`config.mk`:
```
export PLATFORM = sky130hd
export DESIGN_NAME = seg_seq_decoder
export DESIGN_NICKNAME = d
export VERILOG_FILES = /design/src/rtl/seg_seq_decoder_pkg.sv /design/src/rtl/seg_seq_decoder_seg7_decode.sv /design/src/rtl/seg_seq_decoder.sv
export SDC_FILE = /design/constraint.sdc
export NUM_CORES = 1
export LEC_CHECK = 0
export CAP_MARGIN = 30
export CORE_AREA = 3 3 60 56
export DETAILED_ROUTE_END_ITERATION = 6
export DIE_AREA = 0 0 63 59
export PLACE_DENSITY = 0.82
export SLEW_MARGIN = 30
export SYNTH_ARGS = -nofsm -noshare
export SYNTH_HDL_FRONTEND = slang
export SYNTH_SLANG_ARGS = --single-unit
```
`constraint.sdc`:
```
create_clock -name clk -period 5.6 [get_ports clk]
set_input_delay 0.84 -clock clk [delete_from_list [all_inputs] [get_ports clk]]
set_output_delay 0.84 -clock clk [all_outputs]
set_load 0.02 [all_outputs]
```
`src/rtl/seg_seq_decoder_pkg.sv`:
```
// Shared codes for the digit-sequence display FSM and its receive-side decoder.
// Latency: n/a (constants and types only).
// Backpressure: n/a.
package seg_seq_decoder_pkg;

    // Tracker state encoding; the display side uses the same package.
    typedef enum logic [1:0] {
        HUNT = 2'd0,
        SYNC = 2'd1,
        LOCK = 2'd2
    } state_t;

    // Active-low 7-segment codes, bit0 = a ... bit6 = g.
    localparam logic [6:0] SEG_0 = 7'h40;
    localparam logic [6:0] SEG_1 = 7'h79;
    localparam logic [6:0] SEG_2 = 7'h24;
    localparam logic [6:0] SEG_3 = 7'h30;
    localparam logic [6:0] SEG_4 = 7'h19;
    localparam logic [6:0] SEG_5 = 7'h12;
    localparam logic [6:0] SEG_6 = 7'h02;
    localparam logic [6:0] SEG_7 = 7'h78;
    localparam logic [6:0] SEG_8 = 7'h00;
    localparam logic [6:0] SEG_9 = 7'h10;

    // Digit reported for a pattern outside the table.
    localparam logic [3:0] DIGIT_BAD = 4'hF;

endpackage

```
`src/rtl/seg_seq_decoder_seg7_decode.sv`:
```
// Purpose: exact-match active-low 7-segment pattern -> BCD digit decoder.
// Latency: combinational. Backpressure: none.
// Ports: seg (pattern in), vld (pattern is one of the ten codes), dig (digit, 4'hF when not vld).
module seg7_decode
    import seg_seq_decoder_pkg::*;
(
    input  logic [6:0] seg,
    output logic       vld,
    output logic [3:0] dig
);

    always_comb begin
        vld = 1'b1;
        dig = DIGIT_BAD;
        case (seg)
            SEG_0:   dig = 4'd0;
            SEG_1:   dig = 4'd1;
            SEG_2:   dig = 4'd2;
            SEG_3:   dig = 4'd3;
            SEG_4:   dig = 4'd4;
            SEG_5:   dig = 4'd5;
            SEG_6:   dig = 4'd6;
            SEG_7:   dig = 4'd7;
            SEG_8:   dig = 4'd8;
            SEG_9:   dig = 4'd9;
            default: vld = 1'b0;
        endcase
    end

endmodule

```
`src/rtl/seg_seq_decoder.sv`:
```
// Purpose: decode a strobed 7-segment stream, lock onto the SEQ digit cycle, infer direction, count errors.
// Latency: 1 cycle from seg_valid to digit_valid/err/state outputs, all registered.
// Backpressure: none; accepts a strobe every cycle at full rate.
// Ports: clk, reset_n (async active-low); seg_valid/seg_in in; digit, digit_valid, locked, dir, pos, err, err_count out.
module seg_seq_decoder
    import seg_seq_decoder_pkg::*;
#(
    parameter int          N_DIGITS = 8,
    parameter logic [31:0] SEQ      = 32'h21278163
) (
    input  logic       clk,
    input  logic       reset_n,
    input  logic       seg_valid,
    input  logic [6:0] seg_in,
    output logic [3:0] digit,
    output logic       digit_valid,
    output logic       locked,
    output logic       dir,
    output logic [2:0] pos,
    output logic       err,
    output logic [7:0] err_count
);

    localparam logic [2:0] LAST = 3'(N_DIGITS - 1);

    // Position 0 sits in the most significant used nibble of SEQ.
    function automatic logic [3:0] seq_at(input logic [2:0] p);
        logic [31:0] sh;
        sh = SEQ >> (4 * (N_DIGITS - 1 - int'(p)));
        return sh[3:0];
    endfunction

    state_t     state;
    logic       dec_vld;
    logic [3:0] dec_dig;
    logic [2:0] fwd_pos;
    logic [2:0] bwd_pos;
    logic [2:0] exp_pos;
    logic       hit_first;
    logic       hit_second;
    logic       hit_last;
    logic       hit_exp;

    seg7_decode u_dec (
        .seg (seg_in),
        .vld (dec_vld),
        .dig (dec_dig)
    );

    always_comb begin
        fwd_pos    = (pos == LAST) ? 3'd0 : pos + 3'd1;
        bwd_pos    = (pos == 3'd0) ? LAST : pos - 3'd1;
        exp_pos    = dir ? fwd_pos : bwd_pos;
        // An undecodable pattern never matches, even if SEQ held an 'F' nibble.
        hit_first  = dec_vld && (dec_dig == seq_at(3'd0));
        hit_second = dec_vld && (dec_dig == seq_at(3'd1));
        hit_last   = dec_vld && (dec_dig == seq_at(LAST));
        hit_exp    = dec_vld && (dec_dig == seq_at(exp_pos));
    end

    always_ff @(posedge clk or negedge reset_n) begin
        if (!reset_n) begin
            state       <= HUNT;
            digit       <= 4'd0;
            digit_valid <= 1'b0;
            locked      <= 1'b0;
            dir         <= 1'b0;
            pos         <= 3'd0;
            err         <= 1'b0;
            err_count   <= 8'd0;
        end else begin
            digit_valid <= seg_valid;
            err         <= 1'b0;
            if (seg_valid) begin
                digit <= dec_dig;
                case (state)
                    HUNT: begin
                        if (hit_first) begin
                            pos   <= 3'd0;
                            state <= SYNC;
                        end
                    end
                    SYNC: begin
                        // Forward is checked first so it wins when both neighbours match.
                        if (hit_second) begin
                            dir    <= 1'b1;
                            pos    <= 3'd1;
                            locked <= 1'b1;
                            state  <= LOCK;
                        end else if (hit_last) begin
                            dir    <= 1'b0;
                            pos    <= LAST;
                            locked <= 1'b1;
                            state  <= LOCK;
                        end else begin
                            state <= HUNT;
                        end
                    end
                    LOCK: begin
                        if (hit_exp) begin
                            pos <= exp_pos;
                        end else begin
                            err    <= 1'b1;
                            locked <= 1'b0;
                            state  <= HUNT;
                            if (err_count != 8'hFF)
                                err_count <= err_count + 8'd1;
                        end
                    end
                    default: begin
                        locked <= 1'b0;
                        state  <= HUNT;
                    end
                endcase
            end
        end
    end

endmodule
```
==> impl_metrics.yaml <==
floorplan:
  die_height_um: 59
  core_region_area_mm2: 0.00277
  dieWidth_um: 63
  row_count: 18
  boundaryPins: 29
  initial_core_util_pct: 55.1
  die_area_mm2: 0.00372
synth:
  synth.top_cells.by_area: "dfrtp_1, ha_1, xnor2_1"
  avgSynthCellArea_um2: 10.3
  async_flop_share_pct: 100
  yosysMostFrequentCell: "dfrtp_1"
  synth_top_area_cell: "dfrtp_1"
  synth_top_area_share_pct: 34.4
  ys.flop_type: "dfrtp_1"
  synth_cell_types: 49
  syn-instance-count: 149
  ys_top_cells_by_count: "dfrtp_1, nand2_1, nand3_1"
  synth_nets: 168
  synth-edff-count: 0
  syn_area_mm2: 0.00153
  ys_seq_elements: 21
  ys_seq_area_share_pct: 34.4
  yosysWarnings: 0
route:
  wl_per_cell_um: 15.3
  drc: 0
  drtIter0Drc: 51
  ant_nets: 0
  vias_per_cell: 5.83
  via_count: 1259
  routed_wl_um: 3310
  firstDrtPassIters: 4
place:
  globalplace.congestion: 0.841
  dp.final_hpwl_um: 2600
  port_buffers: 28
  dpl_cell_area_mm2: 0.00181
sta:
  fin_worst_skew_ns: 0.000719
  hold_viol: 0
  setup_viol: 0
  rsz0062_at_grt: "no"
  layout_min_cycle_time_ns: 3.28
  maxSlewViolCount: 0
  relSlewSlack_pct: 62.3
  worst_pin_slew_ns: 0.563
  post-route-period-util_pct: 58.6
  fmax_ghz: 0.305
  tns_ns: 0
min_path:
  hold_path.class: "in2async"
critical_path:
  crit_chain: "clkdlybuf4s50_1, and4b_4, o211ai_2, nand4_2, a211oi_2, o211ai_4, a2111oi_4, mux2_4"
  arrival_ns: 3.50
  crit_required_ns: 5.81
  r2r_slack_ns: 2.67
  end_kind: "flop"
  critPathBufInv: 1
  slowest_stage: "clkdlybuf4s50_1"
  cp_max_fo: 12
  max_stage_delay_ns: 0.66
  cpLargestDelayFamily: "compound AO/OA/AOI/OAI gates"
  cp-start-kind: "input pin"
  crit_type: "in2reg"
clock_network:
  path_clk_slew_ns: 0.12
  cts_max_path_buffers: 2
  cts_resized: 0
  numCtsBuffers: 3
  cts_tree: "built"
  postCtsSetupBuffers: 0
  ctsRootBufferMaster: "clkbuf_4"
  cts_num_sinks: 21
  cts_hold_buffers: 0
  clk_latency_ns: 0.31
  cts_max_level: 1
grt:
  grt_pass1_vias: 1201
  grt_max_degree: 22
  antenna_found_initial: 0
  grt_overflow_total: 0
  grt_pass1_wl_um: 5660
  grt_use_total_pct: 19.5
power_and_ir_drop:
  p_clk_share_pct: 14.1
  p_per_area_mw_per_mm2: 291
  p_leak_nw: 0.780
  internal_power_uw: 319
  power_frac_seq_pct: 35.6
  p_comb_share_pct: 50.3
  p_sw_uw: 215
  netSwitchingFraction_pct: 40.3
  peakVddDrop_uv: 216
finish:
  layout-drive-gt1-share_pct: 13.6
  fin_nets: 196
  area_growth_pct: 20.0
  design_area_mm2: 0.00183
  antennaDiodeCount: 0
run_status:
  status: "finished clean"
run:
  drv_cap: 0
placed cells by master, fill, tap and decap left out, drive strengths merged, types with 2 or more instances in the layout:
| cell | count |
|---|---|
| and4 | 2 |
| and2b | 2 |
| nand2 | 11 |
| nor2 | 8 |
| nor3b | 3 |
| mux2i | 3 |
| o211ai | 2 |
| inv | 7 |
| a21o | 2 |
| dfrtp | 21 |
| o21a | 2 |
| o21ai | 5 |
| ha | 9 |
| mux2 | 6 |
| nand3 | 10 |
| xnor2 | 7 |
| clkdlybuf4s50 | 27 |
| nand4 | 7 |
| nand2b | 4 |
| and3 | 6 |
| xor2 | 3 |
| clkbuf | 3 |
| a21oi | 5 |
| a32o | 2 |
per-stage QoR:
step	total power [mW]	hold slack, ns	setup slack [ns]	cells	utilization [%]
final	0.534	0.455	2.32	216	66.2
after global placement	0.449	0.460	2.07	212	65.4
after CTS	0.538	0.507	2.33	216	66.4
after detailed placement	0.460	0.479	1.99	212	65.4
after floorplan	0.380	0.517	2.77	149	-
after global routing	0.572	0.469	2.19	216	66.2
worst paths after layout:
| check | endpoint | start | depth (start not counted) |
|---|---|---|---|
| max in group asynchronous | pos[0]$_DFFE_PN0P_ | reset_n | 1 |
| max | pos[2]$_DFFE_PN0P_ | seg_in[2] | 8 |
| min | digit[3]$_DFFE_PN0P_ | reset_n | 1 |
| min in group clk | digit[3]$_DFFE_PN0P_ | digit[3]$_DFFE_PN0P_ | 1 |
| min reg2reg | digit[3]$_DFFE_PN0P_ | digit[3]$_DFFE_PN0P_ | 1 |
| max reg2reg | pos[2]$_DFFE_PN0P_ | pos[0]$_DFFE_PN0P_ | 9 |
area by class of cell:
type	instances	area (um2)
fillers	226	937
well taps	40	50.0
repair buffers	28	275
multi-input cells	116	928
flip-flops and latches	21	526
clock inverters	1	5.00
inverters	7	26.3
clock buffers	3	22.5
logic make-up after synthesis:
| group | share of synthesized area (%) |
|---|---|
| buffers and inverters | 4.83 |
| DFF | 34.4 |
| adders and majority gates | 7.37 |
| AOI/OAI and AO/OA | 16.3 |
| xor gates and xnor gates | 6.22 |
| muxes | 6.63 |
| and+or+nand+nor | 24.2 |
power by group through the flow:
stage	clock, mW	combinational [mW]	sequential, mW
final	0.0755	0.268	0.190
after global routing	0.0851	0.293	0.194
after CTS	0.0791	0.269	0.190
after detailed placement	0	0.267	0.193
after global placement	0	0.256	0.192
after floorplan	0	0.172	0.208
layer usage:
| metal | vias up | GRT usage (%) | share of wire, % |
|---|---|---|---|
| li1 | 606 | - | - |
| met1 | 615 | 24.4 | 46 |
| met2 | 32 | 33.2 | 48 |
| met3 | 6 | 4.74 | 4.0 |
| met4 | 0 | 6.60 | 1.5 |
| met5 | - | 0 | 0 |
worst reg2reg max path: cells and delay by family, from the launching register on:
| kind | cells | cell delay [ns] |
|---|---|---|
| AOI/OAI and AO/OA | 4 | 1.26 |
| DFF | 1 | 0.41 |
| and+or+nand+nor | 1 | 0.34 |
| buffers and inverters | 1 | 0.09 |
| adders and majority gates | 1 | 0.22 |
| muxes | 1 | 0.34 |
| xor gates and xnor gates | 1 | 0.16 |
sequential cells by signal (all words and copies together), names as in the netlist:
signal / count
err_count: 8
state: 2
locked: 1
pos: 3
err: 1
digit_valid: 1
dir: 1
digit: 4
(Power assumes the default switching activity.)
